`src/rtl/traffic_light_pkg.sv`:
```
// Shared types and constants for the traffic light controller and its monitor.
// Dwell defaults are in 0.5 s clocks.
package traffic_light_pkg;

   typedef enum logic [2:0] {
      PH_P0 = 3'b100,
      PH_P1 = 3'b010,
      PH_P2 = 3'b001
   } ph_code_e;

   typedef enum logic [1:0] {
      IX_P0   = 2'd0,
      IX_P1   = 2'd1,
      IX_P2   = 2'd2,
      IX_NONE = 2'd3
   } ph_idx_e;

   typedef enum logic [1:0] {
      IDLE  = 2'd0,
      SYNC  = 2'd1,
      TRACK = 2'd2
   } mon_state_e;

   localparam int FLT_CODE  = 0;
   localparam int FLT_ORDER = 1;
   localparam int FLT_DWELL = 2;

   localparam int P0_CYC_DEF = 61;
   localparam int P1_CYC_DEF = 7;
   localparam int P2_CYC_DEF = 5;

endpackage

```
`src/rtl/traffic_phase_decode.sv`:
```
// Combinational leds decoder: legality, phase index and successor index.
// Anything other than an exact one-hot code (including X) is invalid.
module traffic_phase_decode
   import traffic_light_pkg::*;
(
   input  logic [2:0] leds,
   output logic       valid,
   output ph_idx_e    idx,
   output ph_idx_e    nxt
);

   always_comb begin
      valid = 1'b1;
      idx   = IX_NONE;
      nxt   = IX_NONE;
      unique case (leds)
         PH_P0: begin
            idx = IX_P0;
            nxt = IX_P1;
         end
         PH_P1: begin
            idx = IX_P1;
            nxt = IX_P2;
         end
         PH_P2: begin
            idx = IX_P2;
            nxt = IX_P0;
         end
         default: valid = 1'b0;
      endcase
   end

endmodule

```
`src/rtl/traffic_light_monitor.sv`:
```
// Passive checker of the controller leds bus: code, phase order and dwell.
// Define TRAFFIC_MON_CYCLE_CNT_EN to add the clean-round counter `cycles`.
module traffic_light_monitor
   import traffic_light_pkg::*;
#(
   parameter int P0_CYC = P0_CYC_DEF,
   parameter int P1_CYC = P1_CYC_DEF,
   parameter int P2_CYC = P2_CYC_DEF,
   parameter int TOL    = 0,
   parameter int CW     = 8
) (
   input  logic          clk,
   input  logic          rst,
   input  logic [2:0]    leds,
   input  logic          fault_clr,
   output logic [1:0]    phase,
   output logic          locked,
   output logic [CW-1:0] dwell,
   output logic [2:0]    fault,
   output logic          fault_pulse
`ifdef TRAFFIC_MON_CYCLE_CNT_EN
   ,
   output logic [15:0]   cycles
`endif
);

   localparam logic [CW-1:0] DW_MAX = '1;

   mon_state_e    state_q, state_d;
   ph_idx_e       ph_q, ph_d;
   ph_idx_e       exp_q, exp_d;
   logic          locked_d;
   logic [CW-1:0] dwell_d, dwell_inc;
   logic [2:0]    fault_d, ev;
   logic          v;
   ph_idx_e       ix, ix_nxt;
   int            p_cyc;

   traffic_phase_decode u_dec (
      .leds  (leds),
      .valid (v),
      .idx   (ix),
      .nxt   (ix_nxt)
   );

   assign phase = ph_q;

   always_comb begin
      unique case (ph_q)
         IX_P0:   p_cyc = P0_CYC;
         IX_P1:   p_cyc = P1_CYC;
         default: p_cyc = P2_CYC;
      endcase
   end

   always_comb begin
      state_d   = state_q;
      ph_d      = ph_q;
      exp_d     = exp_q;
      locked_d  = locked;
      dwell_d   = dwell;
      ev        = '0;
      dwell_inc = (dwell == DW_MAX) ? dwell : dwell + CW'(1);
      unique case (state_q)
         IDLE: begin
            if (v) begin
               state_d = SYNC;
               ph_d    = ix;
               exp_d   = ix_nxt;
               dwell_d = CW'(1);
            end
         end
         default: begin
            if (!v) begin
               ev[FLT_CODE] = 1'b1;
               state_d  = IDLE;
               ph_d     = IX_NONE;
               exp_d    = IX_NONE;
               locked_d = 1'b0;
               dwell_d  = '0;
            end else if (ix == ph_q) begin
               dwell_d = dwell_inc;
               // edge on the limit, so saturation cannot re-flag
               if (state_q == TRACK &&
                   int'(dwell_inc) == p_cyc + TOL + 1 &&
                   dwell != dwell_inc)
                  ev[FLT_DWELL] = 1'b1;
            end else if (ix == exp_q) begin
               if (state_q == TRACK &&
                   int'(dwell) < p_cyc - TOL)
                  ev[FLT_DWELL] = 1'b1;
               state_d  = TRACK;
               locked_d = 1'b1;
               ph_d     = ix;
               exp_d    = ix_nxt;
               dwell_d  = CW'(1);
            end else begin
               ev[FLT_ORDER] = 1'b1;
               state_d  = SYNC;
               locked_d = 1'b0;
               ph_d     = ix;
               exp_d    = ix_nxt;
               dwell_d  = CW'(1);
            end
         end
      endcase
      fault_d = (fault_clr ? 3'b000 : fault) | ev;
   end

   always_ff @(posedge clk) begin
      if (!rst) begin
         state_q     <= IDLE;
         ph_q        <= IX_NONE;
         exp_q       <= IX_NONE;
         locked      <= 1'b0;
         dwell       <= '0;
         fault       <= '0;
         fault_pulse <= 1'b0;
      end else begin
         state_q     <= state_d;
         ph_q        <= ph_d;
         exp_q       <= exp_d;
         locked      <= locked_d;
         dwell       <= dwell_d;
         fault       <= fault_d;
         fault_pulse <= |ev;
      end
   end

`ifdef TRAFFIC_MON_CYCLE_CNT_EN
   logic [15:0] cyc_q, cyc_d;
   logic        clean_q, clean_d;

   assign cycles = cyc_q;

   // a round counts only if it started on a locked entry into P0
   always_comb begin
      cyc_d   = cyc_q;
      clean_d = clean_q;
      if (|ev || !locked_d) begin
         cyc_d   = '0;
         clean_d = 1'b0;
      end else if (ph_d == IX_P0 && ph_q != IX_P0) begin
         if (state_q == TRACK && clean_q &&
             cyc_q != 16'hFFFF)
            cyc_d = cyc_q + 16'd1;
         clean_d = 1'b1;
      end
   end

   always_ff @(posedge clk) begin
      if (!rst) begin
         cyc_q   <= '0;
         clean_q <= 1'b0;
      end else begin
         cyc_q   <= cyc_d;
         clean_q <= clean_d;
      end
   end
`endif

endmodule
```
`config.mk`:
```
export PLATFORM = sky130hd
export DESIGN_NAME = traffic_light_monitor
export DESIGN_NICKNAME = d
export VERILOG_FILES = /design/src/rtl/traffic_light_pkg.sv /design/src/rtl/traffic_phase_decode.sv /design/src/rtl/traffic_light_monitor.sv
export SDC_FILE = /design/constraint.sdc
export NUM_CORES = 1
export LEC_CHECK = 0
export BUFFER_PORTS_ARGS = -buffer_cell sky130_fd_sc_hd__buf_2
export CORE_MARGIN = 5
export CORE_UTILIZATION = 35
export DETAILED_ROUTE_END_ITERATION = 8
export GPL_TIMING_DRIVEN = 0
export SLEW_MARGIN = 40
export SYNTH_ARGS = -nofsm -noshare
export SYNTH_HDL_FRONTEND = slang
export SYNTH_HIERARCHICAL = 1
export SYNTH_SLANG_ARGS = --single-unit
```
`constraint.sdc`:
```
create_clock -name clk -period 2.4 [get_ports clk]
set_input_delay 0.12 -clock clk [delete_from_list [all_inputs] [get_ports clk]]
set_output_delay 0.12 -clock clk [all_outputs]
set_load 0.005 [all_outputs]
```
==> flow_metrics.py, run 1 <==
metrics = {
    "global_route": {
        "grt_usage_pct": 15.02,
        "grt_pass1_wl_mm": 6.285,
        "grt_max_degree": 13,
        "antenna_found_initial": 0,
        "grt_overflow": 0,
        "first_global_vias": 1314,
    },
    "worst_setup_path": {
        "arrival_ns": 2.44,
        "reg2reg_from": "dwell[2]$_SDFFE_PN0P_",
        "cp-end-kind": "register",
        "max_stage_delay_ns": 0.52,
        "critPathBufInv": 0,
        "crit_fanout": 9,
        "crit_required_ns": 2.59,
        "cp_slowest_cell": "or4b_4",
        "start_kind": "register",
        "critPathLaunch": "dwell[2]$_SDFFE_PN0P_",
        "reg2reg_depth": 6,
        "crit_type": "reg2reg",
        "critical-path-top-delay-family": "simple AND/OR/NAND/NOR gates",
        "crit_chain": "and2_4 -> nand4_4 -> or4b_4 -> a211o_1 -> a2111o_1 -> o21ai_1",
        "r2r-end": "fault_pulse$_SDFF_PN0_",
        "cp.depth": 6,
        "endpoint": "fault_pulse$_SDFF_PN0_",
        "ff2ff_setup_slack_ns": 0.15,
    },
    "run": {
        "drv_cap": 0,
    },
    "yosys": {
        "synthesis.area_um2": 1358,
        "ys_ff_latch": 19,
        "synth_top_cell_by_area": "dfxtp_1",
        "syn_inst": 173,
        "ys.warnings.count": 6,
        "syn_area_per_cell_um2": 7.847,
        "ys_types": 45,
        "synthArstFlopShare_pct": 0,
        "synth_nets": 185,
        "synth_flop_cell": "dfxtp_1",
        "synth_top_area_share_pct": 28.02,
        "yosys-top-cells-area": "dfxtp_1, ha_1, nand2_1",
        "yosysSeqAreaShare_pct": 28.02,
        "synth_edf_count": 0,
    },
    "power_and_ir_drop": {
        "total_power_w": 0.0007093,
        "power_density_nw_per_um2": 450.6,
        "leakagePower_nw": 0.6380,
        "peakVddDrop_uv": 346.4,
    },
    "timing": {
        "slew_viol_final": 0,
        "fin_crit_sh_pct": 93.62,
        "post-route-min-period_ns": 2.247,
        "timing_hold_violations_final": 0,
        "tightest_slew_ns": 0.5783,
        "setup_viol": 0,
        "slew_headroom_pct": 61.31,
        "fin_worst_skew_ns": 0.002448,
        "tns_ns": 0,
        "rsz0062_at_grt": "false",
        "max_freq_ghz": 0.4450,
    },
    "die": {
        "num_rows": 22,
        "start_util_pct": 36.53,
        "die_h_um": 72.28,
        "core_area_um2": 3716,
        "fp.dieArea_um2": 5224,
        "io_pins": 21,
        "die_w_um": 72.28,
    },
    "layout": {
        "diodes": 0,
        "layout_commonest_cell": "buf_2",
        "final_cell_mix": "buf_2, nand2_1, nor2_1, dfxtp_1, a21oi_1",
        "drive_gt1_share_pct": 20.92,
        "fin_nets": 209,
        "syn2layout_area_growth_pct": 15.94,
    },
    "route": {
        "vias": 1340,
        "via_per_inst": 5.492,
        "first_pass_iters": 4,
        "wl_mm": 3.552,
        "ant_nets": 0,
        "drt_iter0_drc": 150,
        "drc": 0,
        "wl_per_cell_um": 14.56,
    },
    "clock_tree": {
        "numCtsBuffers": 3,
        "cts.reportedPaths.clkPinSlew_ns": 0.08,
        "cts-root-buf": "clkbuf_8",
        "cts_tree": "built",
        "cts.path.max_buffers": 2,
        "cts.sinks": 19,
        "htreeDepth": 1,
        "insertion_delay_ns": 0.26,
        "post_cts_buffers": 0,
    },
    "status": {
        "status": "finished, final reports clean",
    },
    "place": {
        "dp_hpwl_mm": 2.586,
        "globalplace.congestion": 0.8626,
        "port_buffers": 19,
    },
    "min_path": {
        "hp-class": "in2reg",
    },
}
layout make-up:
class	count	area, µm²
repair buffers	19	95.09
plain buffers	7	47.55
multi-input cells	140	905.9
clock buffers	3	41.29
well taps	48	60.06
clock inverters	1	7.507
inverters	7	26.28
flip-flops and latches	19	390.4
fillers	424	2142
routing by layer:
metal,up-vias,wire [µm],GRT usage [%]
li1,670,-,-
met1,639,1703,20.60
met2,29,1673,24.27
met3,2,158,3.463
met4,0,17,2.505
met5,-,0,0
sequential cells by signal (all words and copies together), names as in the netlist:
name,count
fault,3
dwell,8
fault_pulse,1
phase,2
locked,1
state_q,2
exp_q,2
synthesized netlist by cell type (3+ instances only):
| master | instances |
|---|---|
| and3_1 | 3 |
| a31oi_1 | 3 |
| o22ai_1 | 7 |
| ha_1 | 6 |
| o211ai_1 | 3 |
| xnor2_1 | 6 |
| nand2_1 | 18 |
| xor2_1 | 5 |
| nor2b_1 | 4 |
| o21ai_0 | 10 |
| nor3_1 | 3 |
| nor2_1 | 15 |
| nand3_1 | 4 |
| a21oi_1 | 12 |
| nand2b_1 | 4 |
| nor3b_1 | 3 |
| and2_1 | 4 |
| dfxtp_1 | 19 |
| inv_1 | 7 |
logic make-up (layout without fill, tap and decap cells):
group / Yosys count / after routing / share of synthesized area (%)
adders and majority gates: 6 / 6 / 5.530
xor gates and xnor gates: 11 / 11 / 7.097
and+or+nand+nor: 70 / 70 / 28.57
AOI/OAI and AO/OA: 53 / 53 / 25.34
buffers and inverters: 14 / 37 / 5.438
DFF: 19 / 19 / 28.02
worst min-delay path by stage:
stage                                        to  cells after the start      start  slack, ns
after global placement      fault[2]$_SDFF_PN0_                      4  fault_clr       0.48
after detailed placement    fault[2]$_SDFF_PN0_                      4  fault_clr       0.49
after floorplan           exp_q[0]$_SDFFE_PN1P_                      4    leds[2]       0.32
after CTS                 dwell[2]$_SDFFE_PN0P_                      2        rst       0.20
final                     dwell[3]$_SDFFE_PN0P_                      2        rst       0.21
after global routing      dwell[0]$_SDFFE_PN0P_                      2        rst       0.20
what timing repair did:
item / 4_1_cts / 5_1_grt
endpoints found under the hold margin: 0 / 0
hold buffers: 0 / 0
setup endpoints to repair: 1 / 2
gates resized for setup: 2 / 5
metrics by stage:
step	util [%]	worst slack, ns	area, µm²	cells	hold slack, ns
after global routing	42.36	0.003025	1574	244	0.2011
after floorplan	-	0.3369	1358	173	0.3239
after CTS	42.12	0.03169	1565	244	0.2041
after global placement	40.71	0.02896	1513	240	0.4844
after detailed placement	40.71	0.003589	1513	240	0.4867
final	42.36	0.1530	1574	244	0.2071
power by group:
group | internal (W) | switching [W]
sequential | 0.000324 | 0.0000140
combinational | 0.0000549 | 0.0000811
clock | 0.000117 | 0.000118
No activity file was read; power rests on OpenSTA's default activity.
==> run 2: changes to the inputs <==
BUFFER_PORTS_ARGS = -buffer_cell sky130_fd_sc_hd__clkbuf_2   (was -buffer_cell sky130_fd_sc_hd__buf_2)
==> run 2 against run 1 <==
Net effect: sequential share of layout area shrank 0.18 points; clock-buffer cell count is the same; final area grew 0.40%; critical path type unchanged; highest routed layer unchanged.
==> flow_metrics.py, run 2 (same netlist as run 1, synthesis figures left out) <==
metrics = {
    "route": {
        "wl_mm": 3.532,
        "dr_wl_met3_um": 196,
        "vias": 1308,
        "met2_length_mm": 1.648,
        "wl_per_cell_um": 14.48,
        "drc": 0,
        "highest_layer": "met4",
        "drt-met1-wl_mm": 1.672,
        "drt_iter0_drc": 122,
        "via_per_inst": 5.361,
        "ant_nets": 0,
        "first_pass_iters": 4,
    },
    "place": {
        "dp_hpwl_mm": 2.604,
        "dp_slack_ns": 0.005234,
        "post_dp_cell_area_um2": 1513,
        "globalplace.congestion": 0.8458,
        "post-place-cells": 240,
        "port_buffers": 19,
    },
    "clock_tree": {
        "cts.sinks": 19,
        "cts_tree": "built",
        "insertion_delay_ns": 0.26,
        "numCtsBuffers": 3,
        "cts-root-buf": "clkbuf_8",
        "cts.reportedPaths.clkPinSlew_ns": 0.08,
        "cts.path.max_buffers": 2,
        "htreeDepth": 1,
    },
    "min_path": {
        "holdCritStartpoint": "rst",
        "min_path_cells": 2,
        "hp-class": "in2reg",
        "min_to": "dwell[2]$_SDFFE_PN0P_",
    },
    "layout": {
        "drive_gt1_share_pct": 21.43,
        "design_area_um2": 1580,
        "final_cell_mix": "clkbuf_2, nand2_1, nor2_1",
        "largest_reg_flops": 8,
        "regMostFlops": "dwell",
        "stdcell_count": 244,
        "reg_top3": "dwell: 8 flops, fault: 3 flops",
        "layout_commonest_cell": "clkbuf_2",
        "diodes": 0,
        "fin_nets": 209,
        "syn2layout_area_growth_pct": 16.41,
    },
    "timing": {
        "layout_setup_ws_ns": 0.2228,
        "slew_headroom_pct": 64.13,
        "hold_ws_ns": 0.1972,
        "slew_viol_final": 0,
        "tightest_slew_ns": 0.5361,
        "rsz0062_at_grt": "false",
        "setup_viol": 0,
        "max_freq_ghz": 0.4593,
        "fin_crit_sh_pct": 90.72,
        "post-route-min-period_ns": 2.177,
        "timing_hold_violations_final": 0,
        "tns_ns": 0,
        "fin_worst_skew_ns": 0.0008584,
    },
    "die": {
        "io_pins": 21,
        "num_rows": 22,
        "start_util_pct": 36.53,
        "die_h_um": 72.28,
        "fp.dieArea_um2": 5224,
        "die_w_um": 72.28,
        "core_area_um2": 3716,
    },
    "worst_setup_path": {
        "ff2ff_setup_slack_ns": 0.22,
        "cp_slowest_cell": "or4b_4",
        "r2r-end": "fault_pulse$_SDFF_PN0_",
        "critPathBufInv": 0,
        "critical-path-top-delay-family": "simple AND/OR/NAND/NOR gates",
        "crit_chain": "and2_4 -> nand4_4 -> or4b_4 -> a211o_1 -> a2111o_1 -> o21ai_1",
        "reg2reg_depth": 6,
        "crit_required_ns": 2.59,
        "reg2reg_from": "dwell[3]$_SDFFE_PN0P_",
        "crit_type": "reg2reg",
        "crit_fanout": 9,
        "cp-end-kind": "register",
        "start_kind": "register",
        "max_stage_delay_ns": 0.52,
        "arrival_ns": 2.37,
    },
    "global_route": {
        "antenna_found_initial": 0,
        "grt_pass1_wl_mm": 5.927,
        "grt_usage_pct": 14.15,
        "grt_overflow": 0,
        "grt_max_degree": 12,
        "first_global_vias": 1218,
    },
    "power_and_ir_drop": {
        "p_seq_share_pct": 48.1,
        "p_clk_share_pct": 32.8,
        "sw_frac_of_total_pct": 29.97,
        "peakVddDrop_uv": 344.5,
        "internal-power_w": 0.0004954,
        "power.net_switching_w": 0.0002120,
        "power_density_nw_per_um2": 447.6,
        "leakagePower_nw": 0.6344,
        "pwr-share-comb_pct": 19.1,
    },
    "run": {
        "drv_cap": 0,
    },
    "status": {
        "status": "finished, final reports clean",
    },
}
-- run 2: worst max path at each step --
stage	from	end	slack (ns)	depth (start not counted)
after floorplan	dwell[3]$_SDFFE_PN0P_	fault_pulse$_SDFF_PN0_	0.34	6
after global placement	dwell[0]$_SDFFE_PN0P_	fault_pulse$_SDFF_PN0_	0.04	8
after detailed placement	dwell[0]$_SDFFE_PN0P_	fault_pulse$_SDFF_PN0_	0.005	8
after CTS	dwell[1]$_SDFFE_PN0P_	fault_pulse$_SDFF_PN0_	0.0007	8
after global routing	dwell[1]$_SDFFE_PN0P_	fault_pulse$_SDFF_PN0_	0.04	8
final	dwell[3]$_SDFFE_PN0P_	fault_pulse$_SDFF_PN0_	0.22	6
-- run 2: power by group through the flow --
stage / clock (W) / sequential (W) / combinational (W)
CTS: 0.000239 / 0.000339 / 0.000135
global placement: 0 / 0.000345 / 0.000134
detailed placement: 0 / 0.000346 / 0.000134
global route: 0.000248 / 0.000342 / 0.000150
floorplan: 0 / 0.000343 / 0.0000968
finish: 0.000232 / 0.000340 / 0.000135
-- run 2: cell type report --
class / count / area, µm²
fill: 383 / 2136
clock inverter: 1 / 5.005
sequential: 19 / 389.1
multi-input combinational: 140 / 915.9
inverter: 7 / 26.28
timing repair buffer: 19 / 95.09
clock buffer: 3 / 41.29
tap: 48 / 60.06
buffer: 7 / 47.55
-- run 2: metal layers --
layer  GRT usage [%]  vias up
met4           2.296        0
met5               0        -
met3           3.601        2
li1                -      672
met2           22.55       33
met1           19.51      601
-- run 2: per-stage QoR --
stage                     total power (W)  util [%]
after global placement          0.0004792     40.71
final                           0.0007074     42.53
after CTS                       0.0007134     41.99
after floorplan                 0.0004394         -
after detailed placement        0.0004797     40.71
after global routing            0.0007407     42.53
-- run 2: worst register-to-register path, stage by stage, from the launching register on --
cell	delay [ns]
dfxtp_2	0.42
and2_4	0.19
nand4_4	0.16
or4b_4	0.52
a211o_1	0.27
a2111o_1	0.38
o21ai_1	0.16
-- run 2: timing repair --
item / 4_1_cts / 5_1_grt
pin swaps: 0 / 0
hold buffers: 0 / 0
setup buffers: 0 / 0
gates resized for setup: 1 / 7
endpoints found under the setup margin: 1 / 2
cloned: 0 / 0
